--- src/rtl/pipeline_ctrl_pkg.sv ---
// Shared types and constants for the pipeline stall/flush controller.
package pipeline_ctrl_pkg;

  typedef enum logic [1:0] {
    ST_RUN      = 2'd0,
    ST_MEM_WAIT = 2'd1,
    ST_FAULT    = 2'd2
  } state_e;

  localparam int unsigned REG_ADDR_W      = 5;
  localparam int unsigned MEM_TIMEOUT_DEF = 255;

  localparam int unsigned STALL_CNT_RST    = 0;
  localparam int unsigned REDIRECT_CNT_RST = 0;

  // Bit positions inside the ID/EX WB_control word.
  localparam int unsigned WB_MEMTOREG_BIT = 2;
  localparam int unsigned WB_REGWRITE_BIT = 3;

endpackage

--- src/rtl/pipeline_ctrl_hazard_detect.sv ---
// Combinational load-use compare between the ID sources and the EX load destination.
module pipeline_ctrl_hazard_detect
  import pipeline_ctrl_pkg::*;
(
  input  logic [REG_ADDR_W-1:0] rs1,
  input  logic [REG_ADDR_W-1:0] rs2,
  input  logic                  uses_rs1,
  input  logic                  uses_rs2,
  input  logic [REG_ADDR_W-1:0] ex_rd,
  input  logic                  ex_mem_read,
  output logic                  load_use_c
);

  logic rd_valid;
  logic rs1_hit;
  logic rs2_hit;

  // x0 is hardwired to zero, so a load into it never creates a dependency.
  assign rd_valid   = ex_mem_read && (ex_rd != '0);
  assign rs1_hit    = uses_rs1 && (rs1 == ex_rd);
  assign rs2_hit    = uses_rs2 && (rs2 == ex_rd);
  assign load_use_c = rd_valid && (rs1_hit || rs2_hit);

endmodule

--- src/rtl/pipeline_ctrl.sv ---
// Stall/flush controller for the five-stage pipeline: load-use bubbles, EX redirects,
// data-memory wait freeze with timeout fault, and saturating performance counters.
module pipeline_ctrl
  import pipeline_ctrl_pkg::*;
#(
  parameter int unsigned MEM_TIMEOUT = MEM_TIMEOUT_DEF,
  parameter int unsigned CNT_W       = 32
) (
  input  logic                  CLK,
  input  logic                  RESET,
  input  logic [REG_ADDR_W-1:0] ID_Rs1,
  input  logic [REG_ADDR_W-1:0] ID_Rs2,
  input  logic                  ID_UsesRs1,
  input  logic                  ID_UsesRs2,
  input  logic [REG_ADDR_W-1:0] EX_RegDst,
  input  logic                  EX_MemRead,
  input  logic                  EX_Redirect,
  input  logic                  MEM_Req,
  input  logic                  MEM_Ready,
  output logic                  PC_Enable,
  output logic                  IF_ID_Enable,
  output logic                  ID_EX_Enable,
  output logic                  EX_MEM_Enable,
  output logic                  IF_ID_flush,
  output logic                  ID_EX_flush,
  output logic                  MEM_WB_flush,
  output logic                  MemError,
  output logic [CNT_W-1:0]      StallCycles,
  output logic [CNT_W-1:0]      RedirectCount
);

  localparam int unsigned WAIT_W = $clog2(MEM_TIMEOUT + 1);

  state_e            state;
  state_e            state_nxt;
  logic [WAIT_W-1:0] wait_cnt;
  logic [WAIT_W-1:0] wait_nxt;
  logic              mem_stall;
  logic              load_use;
  logic              redirect_taken;
  logic              stall_inc;

  assign mem_stall = MEM_Req && !MEM_Ready;

  pipeline_ctrl_hazard_detect u_hazard_detect (
    .rs1         (ID_Rs1),
    .rs2         (ID_Rs2),
    .uses_rs1    (ID_UsesRs1),
    .uses_rs2    (ID_UsesRs2),
    .ex_rd       (EX_RegDst),
    .ex_mem_read (EX_MemRead),
    .load_use_c  (load_use)
  );

  always_ff @(posedge CLK or negedge RESET) begin
    if (!RESET) begin
      state    <= ST_RUN;
      wait_cnt <= '0;
    end else begin
      state    <= state_nxt;
      wait_cnt <= wait_nxt;
    end
  end

  // Enables and flushes reach the pipeline registers in the same cycle.
  always_comb begin
    state_nxt      = state;
    wait_nxt       = wait_cnt;
    PC_Enable      = 1'b1;
    IF_ID_Enable   = 1'b1;
    ID_EX_Enable   = 1'b1;
    EX_MEM_Enable  = 1'b1;
    IF_ID_flush    = 1'b0;
    ID_EX_flush    = 1'b0;
    MEM_WB_flush   = 1'b0;
    MemError       = 1'b0;
    redirect_taken = 1'b0;

    case (state)
      ST_RUN, ST_MEM_WAIT: begin
        if (mem_stall) begin
          PC_Enable     = 1'b0;
          IF_ID_Enable  = 1'b0;
          ID_EX_Enable  = 1'b0;
          EX_MEM_Enable = 1'b0;
          MEM_WB_flush  = 1'b1;
        end else if (EX_Redirect) begin
          // The ID instruction is squashed, so any load-use on it is moot.
          IF_ID_flush    = 1'b1;
          ID_EX_flush    = 1'b1;
          redirect_taken = 1'b1;
        end else if (load_use) begin
          PC_Enable    = 1'b0;
          IF_ID_Enable = 1'b0;
          ID_EX_flush  = 1'b1;
        end

        if (state == ST_RUN) begin
          if (mem_stall) begin
            state_nxt = ST_MEM_WAIT;
            wait_nxt  = WAIT_W'(1);
          end
        end else if (mem_stall) begin
          if (wait_cnt == WAIT_W'(MEM_TIMEOUT - 1)) begin
            state_nxt = ST_FAULT;
          end else begin
            wait_nxt = wait_cnt + WAIT_W'(1);
          end
        end else begin
          // Ready, or a dropped request treated as ready.
          state_nxt = ST_RUN;
          wait_nxt  = '0;
        end
      end
      ST_FAULT: begin
        PC_Enable     = 1'b0;
        IF_ID_Enable  = 1'b0;
        ID_EX_Enable  = 1'b0;
        EX_MEM_Enable = 1'b0;
        MemError      = 1'b1;
      end
      default: begin
        state_nxt = ST_RUN;
        wait_nxt  = '0;
      end
    endcase

    if (!RESET) begin
      PC_Enable      = 1'b0;
      IF_ID_Enable   = 1'b0;
      ID_EX_Enable   = 1'b0;
      EX_MEM_Enable  = 1'b0;
      IF_ID_flush    = 1'b0;
      ID_EX_flush    = 1'b0;
      MEM_WB_flush   = 1'b0;
      MemError       = 1'b0;
      redirect_taken = 1'b0;
    end
  end

  assign stall_inc = !PC_Enable && (state != ST_FAULT);

  // Saturating performance counters.
  always_ff @(posedge CLK or negedge RESET) begin
    if (!RESET) begin
      StallCycles   <= CNT_W'(STALL_CNT_RST);
      RedirectCount <= CNT_W'(REDIRECT_CNT_RST);
    end else begin
      if (stall_inc && (StallCycles != '1)) begin
        StallCycles <= StallCycles + CNT_W'(1);
      end
      if (redirect_taken && (RedirectCount != '1)) begin
        RedirectCount <= RedirectCount + CNT_W'(1);
      end
    end
  end

endmodule
--- config.mk ---
export PLATFORM = sky130hd
export DESIGN_NAME = pipeline_ctrl
export DESIGN_NICKNAME = d
export VERILOG_FILES = /design/src/rtl/pipeline_ctrl_pkg.sv /design/src/rtl/pipeline_ctrl_hazard_detect.sv /design/src/rtl/pipeline_ctrl.sv
export SDC_FILE = /design/constraint.sdc
export NUM_CORES = 1
export LEC_CHECK = 0
export CORE_ASPECT_RATIO = 0.7
export CORE_MARGIN = 5
export CORE_UTILIZATION = 39
export CTS_CLUSTER_SIZE = 14
export DETAILED_ROUTE_END_ITERATION = 10
export GPL_ROUTABILITY_DRIVEN = 0
export GPL_TIMING_DRIVEN = 0
export PLACE_DENSITY_LB_ADDON = 0.2
export REMOVE_ABC_BUFFERS = 1
export SKIP_CTS_REPAIR_TIMING = 1
export SLEW_MARGIN = 20
export SYNTH_ARGS = -nofsm -noshare
export SYNTH_HDL_FRONTEND = slang
export SYNTH_SLANG_ARGS = --single-unit
--- constraint.sdc ---
create_clock -name CLK -period 1.9 [get_ports CLK]
set_input_delay 0.38 -clock CLK [delete_from_list [all_inputs] [get_ports CLK]]
set_output_delay 0.38 -clock CLK [all_outputs]
set_load 0.05 [all_outputs]
---- Word level (Yosys, flattened, before mapping) ----
Index checks and enable logic that the tools add are counted.
storage, ports and cells
  bits in registers ....................... 74
  latch bits .............................. 0
  memory bits (writable) .................. 0
  bits in read-only memories .............. 0
  bits of input ports ..................... 23
  output and inout bits ................... 72
  word-level logic and storage cells ...... 67
  memories kept ........................... 0
cells by class
  $add $sub $neg .......................... 3
  multiply operators ...................... 0
  div/mod/pow operators ................... 0
  $lt $le $gt $ge ......................... 0
  equality and inequality tests ........... 11
  shift operators ......................... 0
  multiplexer cells ....................... 32
  bitwise operators ....................... 1
  reduce and logical (&&, ||, !) cells .... 16
operators with widths
  cell                   count
  $add 32x1->32 const B  2
  $ne 32x32->1 const B   2
  $mux 8                 4
  $mux 1                 20
  $pmux 8 s2             1
  $eq 5x5->1             2
  $add 8x1->8 const B    1
  $eq 8x8->1 const B     1
  $logic_and 1x1->1      8
  $mux 2                 4
  $ne 4x4->1 const B     2
  $reduce_and 3->1       2
  $reduce_bool 5->1      1
  $pmux 1 s2             2
  $pmux 2 s2             1
  $ne 3x3->1 const B     1
  $eq 2x1->1 const B     1
  $eq 2x2->1 const B     1
  $logic_not 1->1        2
  $logic_not 2->1        1
  $ne 2x2->1 const B     1
  $reduce_or 2->1        1
  $logic_or 1x1->1       1
  $not 1->1              1

---- Logic depth before layout (Yosys ltp) ----
  depth in word-level cells ............... 12
  depth in mapped cells ................... 8
  mapped depth without buffers ............ 8

---- By module ----
From an unflattened synthesis, not the netlist that was laid out.
unflattened totals
  cells, all modules ...................... 383
  area total of the unflattened synthesis .. 3898.7 um^2
modules (own cells, without submodules)
  module                       times used  cells each  area an instance (um^2)  seq. area each (um^2)
  pipeline_ctrl                1           366         3764.9                   1851.8
  pipeline_ctrl_hazard_detect  1           17          133.9                    0.0

---- Least setup slack after synthesis ----
No wires, ideal clock.
  path type ............................... input to output
  start ................................... in MEM_Req
  end ..................................... out PC_Enable
  data arrival time ....................... 2882 ps
  required time ........................... 1520 ps
  slack ................................... -1362 ps
  stages on the path ...................... 5
  buffers on the path ..................... 2
  path through ............................ or3b_2 > clkbuf_1 > and3_1 > a21boi_0 > buf_4
on the way
  word-level cells in the longest chain between the ends .. 4
ends and longest elaborated chain
  element            RTL line             source
  start, declared    pipeline_ctrl.sv:18  input logic MEM_Req,
  $logic_and 1x1->1  pipeline_ctrl.sv:43  assign mem_stall = MEM_Req && !MEM_Ready;
  $mux 1             --
  $pmux 1 s2         --
  $mux 1             --
  end, declared      pipeline_ctrl.sv:20  output logic PC_Enable,
No other way between the ends.

---- Final worst setup path ----
  start ................................... in EX_RegDst[4]
  end ..................................... out ID_EX_flush
on the way
  word-level cells in the longest chain between the ends .. 9
  elaborated cells between the ends (all ways) .. 13
  those cells by class .................... eq/ne: 2; mux: 5; reduce/logical: 6
ends and longest elaborated chain
  element                               RTL line                                                              source
  start, declared                       pipeline_ctrl.sv:15                                                   input logic [REG_ADDR_W-1:0] EX_RegDst,
  $eq 5x5->1 (on tied branches)         pipeline_ctrl_hazard_detect.sv:20, pipeline_ctrl_hazard_detect.sv:21
  $logic_and 1x1->1 (on tied branches)  pipeline_ctrl_hazard_detect.sv:20, pipeline_ctrl_hazard_detect.sv:21
  $logic_or 1x1->1                      pipeline_ctrl_hazard_detect.sv:22                                     assign load_use_c = rd_valid && (rs1_hit || rs2_hit);
  $logic_and 1x1->1 *                   pipeline_ctrl_hazard_detect.sv:22
  $mux 1 *                              pipeline_ctrl.sv:92                                                   end else if (load_use) begin
  $mux 1 *                              pipeline_ctrl.sv:87                                                   end else if (EX_Redirect) begin
  $mux 1 *                              pipeline_ctrl.sv:81                                                   if (mem_stall) begin
  $mux 1 *                              pipeline_ctrl.sv:79                                                   case (state)
  $mux 1 *                              pipeline_ctrl.sv:128                                                  if (!RESET) begin
  end, declared                         pipeline_ctrl.sv:25                                                   output logic ID_EX_flush,
Mark *: on every way between the ends. The rest lies on a longest branch, timed or not.

==> run summary <==
Status: complete, but fails checks
Violated checks: setup timing
Simple-gate share of the synthesized area: 0.252
CORE AREA: 9610 µm²
RSZ-0062 raised after global routing: yes
Area Overhead vs Synth: 65.5%
Root Driver: clkbuf_16
Die W: 128 µm
Post-Synth XOR/XNOR Area: 0.179
Finish-stage setup viols: 19
H-tree levels: 3
Hold Violations, Final: 0
Detail Route Antenna Nets: 0
Initial Util: 0.396
Cells after synthesis: 375
Initial antenna violation count: 0
# clock sinks: 74
DR iter-0 viols: 143
Max-cap violations: 0
Netlist cell types: 51
Critical path class: in2out
Post-synthesis mux area share: 0.00592
Total Wirelength: 11.3 mm
Final Critical Period: 2.06 ns
IO Port Bufs: 94
# DRC: 0
Pin count of the biggest net entering global routing: 55
YS warnings: 0
Synth Register Bits: 74
Via count: 3419
Num ports: 95
Adder-Cell Fraction of Synth Area: 0.0131
Die area: 11900 µm²
CP endpoint kind: output pin
CP Cell Sequence: buf_8 > or4_4 > o21ai_4 > nor2b_1 > o211a_1 > buf_6
Max clock buf depth: 2
Share of the yosys chip area belonging to registers: 0.487
Commonest cells after routing, fill and taps aside: dlymetal6s2s_1, dfrtp_1, xor2_1
Cell Area, Synth: 3810 µm²
CP delay by family, top: simple AND/OR/NAND/NOR gates
Routed length per instance: 17.4 µm
ANT cells: 0
Worst Hold Slack: 0.0232 ns
Clk_lat worst skew: 0.33 ns
Nets: 543
Fraction of registers with async set/reset: 1.00
Layout cell share with drive strength beyond 1: 0.288
Post-synth EDFFs: 0
Drt via density: 5.27
Main combinational cell family by area after synthesis: simple AND/OR/NAND/NOR gates
Max transition margin: 0.441
Layout Skew: 0.00666 ns
WP data required: 1.52 ns
Grt total ovfl: 0
First-pass GRT wire length: 15.7 mm
Fin util: 0.656
Worst-margin pin slew: 0.836 ns
CP Launch Type: primary input
Hpwl dp: 6.63 mm
Final period utilization: 1.08
Complex-gate fraction of the synthesized area: 0.0398
Crit path buf inv count: 2
# rows: 30
Hold Path Class: in2async
Critical Path Max Stage Delay: 0.54 ns
Clock slew at reported path FFs: 0.06 ns
Most common cell after layout, fill and taps aside: dlymetal6s2s_1
Total GRT Usage: 0.163
Slowest-stage cell, CP: or4_4
Top_reg_cell synth: dfrtp_1
Worst Path Max Fanout: 3
CTS tree: built
Syn_area_per_cell: 10.1 µm²
Leak Pwr: 0.00345 µW
Slew Limit Fails: 0
Die Y: 92.7 µm
Num CTS Buffers: 9
Max Fclk: 485 MHz
Pwr Total: 3940 µW
Final WS setup: -0.161 ns
Pwr dens: 626 nW/µm²
Fillers: 755
Vias in the first global route: 3137
Max VDD drop: 655 µV
First-pass detailed-route iteration total: 4
WP data arrival: 1.68 ns
==> routing by layer <==
layer | global-route usage | routed length, µm
met1 | 0.234 | 5420
met2 | 0.230 | 5120
met3 | 0.0611 | 722
met4 | 0.0451 | 53
met5 | 0 | 0
==> synth_stat cells (2+ instances only) <==
master | count | area [µm²]
dfrtp_1 | 74 | 1850
xor2_1 | 43 | 377
xnor2_1 | 35 | 307
nand3_1 | 34 | 170
nand2_1 | 32 | 120
nor3_1 | 22 | 110
nor2_1 | 21 | 78.8
nand4_1 | 19 | 119
and3_1 | 11 | 68.8
nor4_1 | 10 | 62.6
buf_2 | 6 | 30.0
inv_1 | 6 | 22.5
clkbuf_1 | 4 | 15.0
ha_1 | 4 | 50.1
nand2b_1 | 3 | 18.8
o21ai_0 | 3 | 15.0
a21oi_1 | 2 | 10.0
and2_1 | 2 | 12.5
and4_1 | 2 | 17.5
and4_4 | 2 | 22.5
buf_4 | 2 | 15.0
mux2_2 | 2 | 22.5
nor2b_1 | 2 | 12.5
nor3_2 | 2 | 20.0
nor3b_1 | 2 | 15.0
nor4b_1 | 2 | 17.5
o21ai_1 | 2 | 10.0
o22ai_1 | 2 | 12.5
or2_2 | 2 | 12.5
==> flip-flops by register name, summed over array words and instances, names as in the netlist <==
signal,flops
StallCycles,32
RedirectCount,32
wait_cnt,8
state,2
==> logic make-up (layout without fill, tap and decap cells) <==
kind of cell,Yosys count,count (layout)
AOI/OAI and AO/OA,21,22
xor gates and xnor gates,78,78
adders and majority gates,4,4
buffers and inverters,19,163
DFF,74,74
muxes,2,2
and+or+nand+nor,177,178
==> final timing paths <==
check                                                endpoint  depth (start not counted)  slack, ns                         from
worst max-delay path                              ID_EX_flush                          6      -0.16                 EX_RegDst[4]
worst min-delay path            RedirectCount[31]$_DFFE_PN0P_                          2       0.02                        RESET
worst max register to register     StallCycles[6]$_DFFE_PN0P_                          8      -0.09         state[1]$_DFFE_PN0P_
worst min register to register    StallCycles[14]$_DFFE_PN0P_                          1       0.49  StallCycles[14]$_DFFE_PN0P_
max in group asynchronous          StallCycles[7]$_DFFE_PN0P_                          3       0.52                        RESET
min in group CLK                      wait_cnt[7]$_DFFE_PN0P_                          4       0.48                    MEM_Ready
==> power by group <==
part           switching (µW)  leakage, µW  internal [µW]
Sequential               58.5     0.000916           1620
Combinational             275      0.00238            178
Clock                     634     0.000156           1180
Total                     967      0.00345           2980
==> per-stage QoR <==
| stage | area [µm²] | cells | TNS, ns | setup WS, ns |
|---|---|---|---|---|
| floorplan | 3740 | 362 | -22.87 | -2.18 |
| global placement | 4840 | 584 | -422.74 | -3.98 |
| detailed placement | 4880 | 585 | -58.74 | -1.37 |
| CTS | 5200 | 601 | -40.08 | -1.38 |
| global route | 6300 | 649 | -3.93 | -0.208 |
| finish | 6300 | 649 | -1.57 | -0.161 |
==> layout make-up <==
class | count | area (µm²) | share of cell area
clock buffer | 11 | 243 | 0.0385
multi-input combinational | 284 | 2280 | 0.363
timing repair buffer | 141 | 1640 | 0.261
inverter | 6 | 22.5 | 0.00357
tap | 128 | 160 | 0.0254
sequential | 74 | 1870 | 0.297
clock inverter | 5 | 77.6 | 0.0123
No activity file was read; power rests on OpenSTA's default activity.
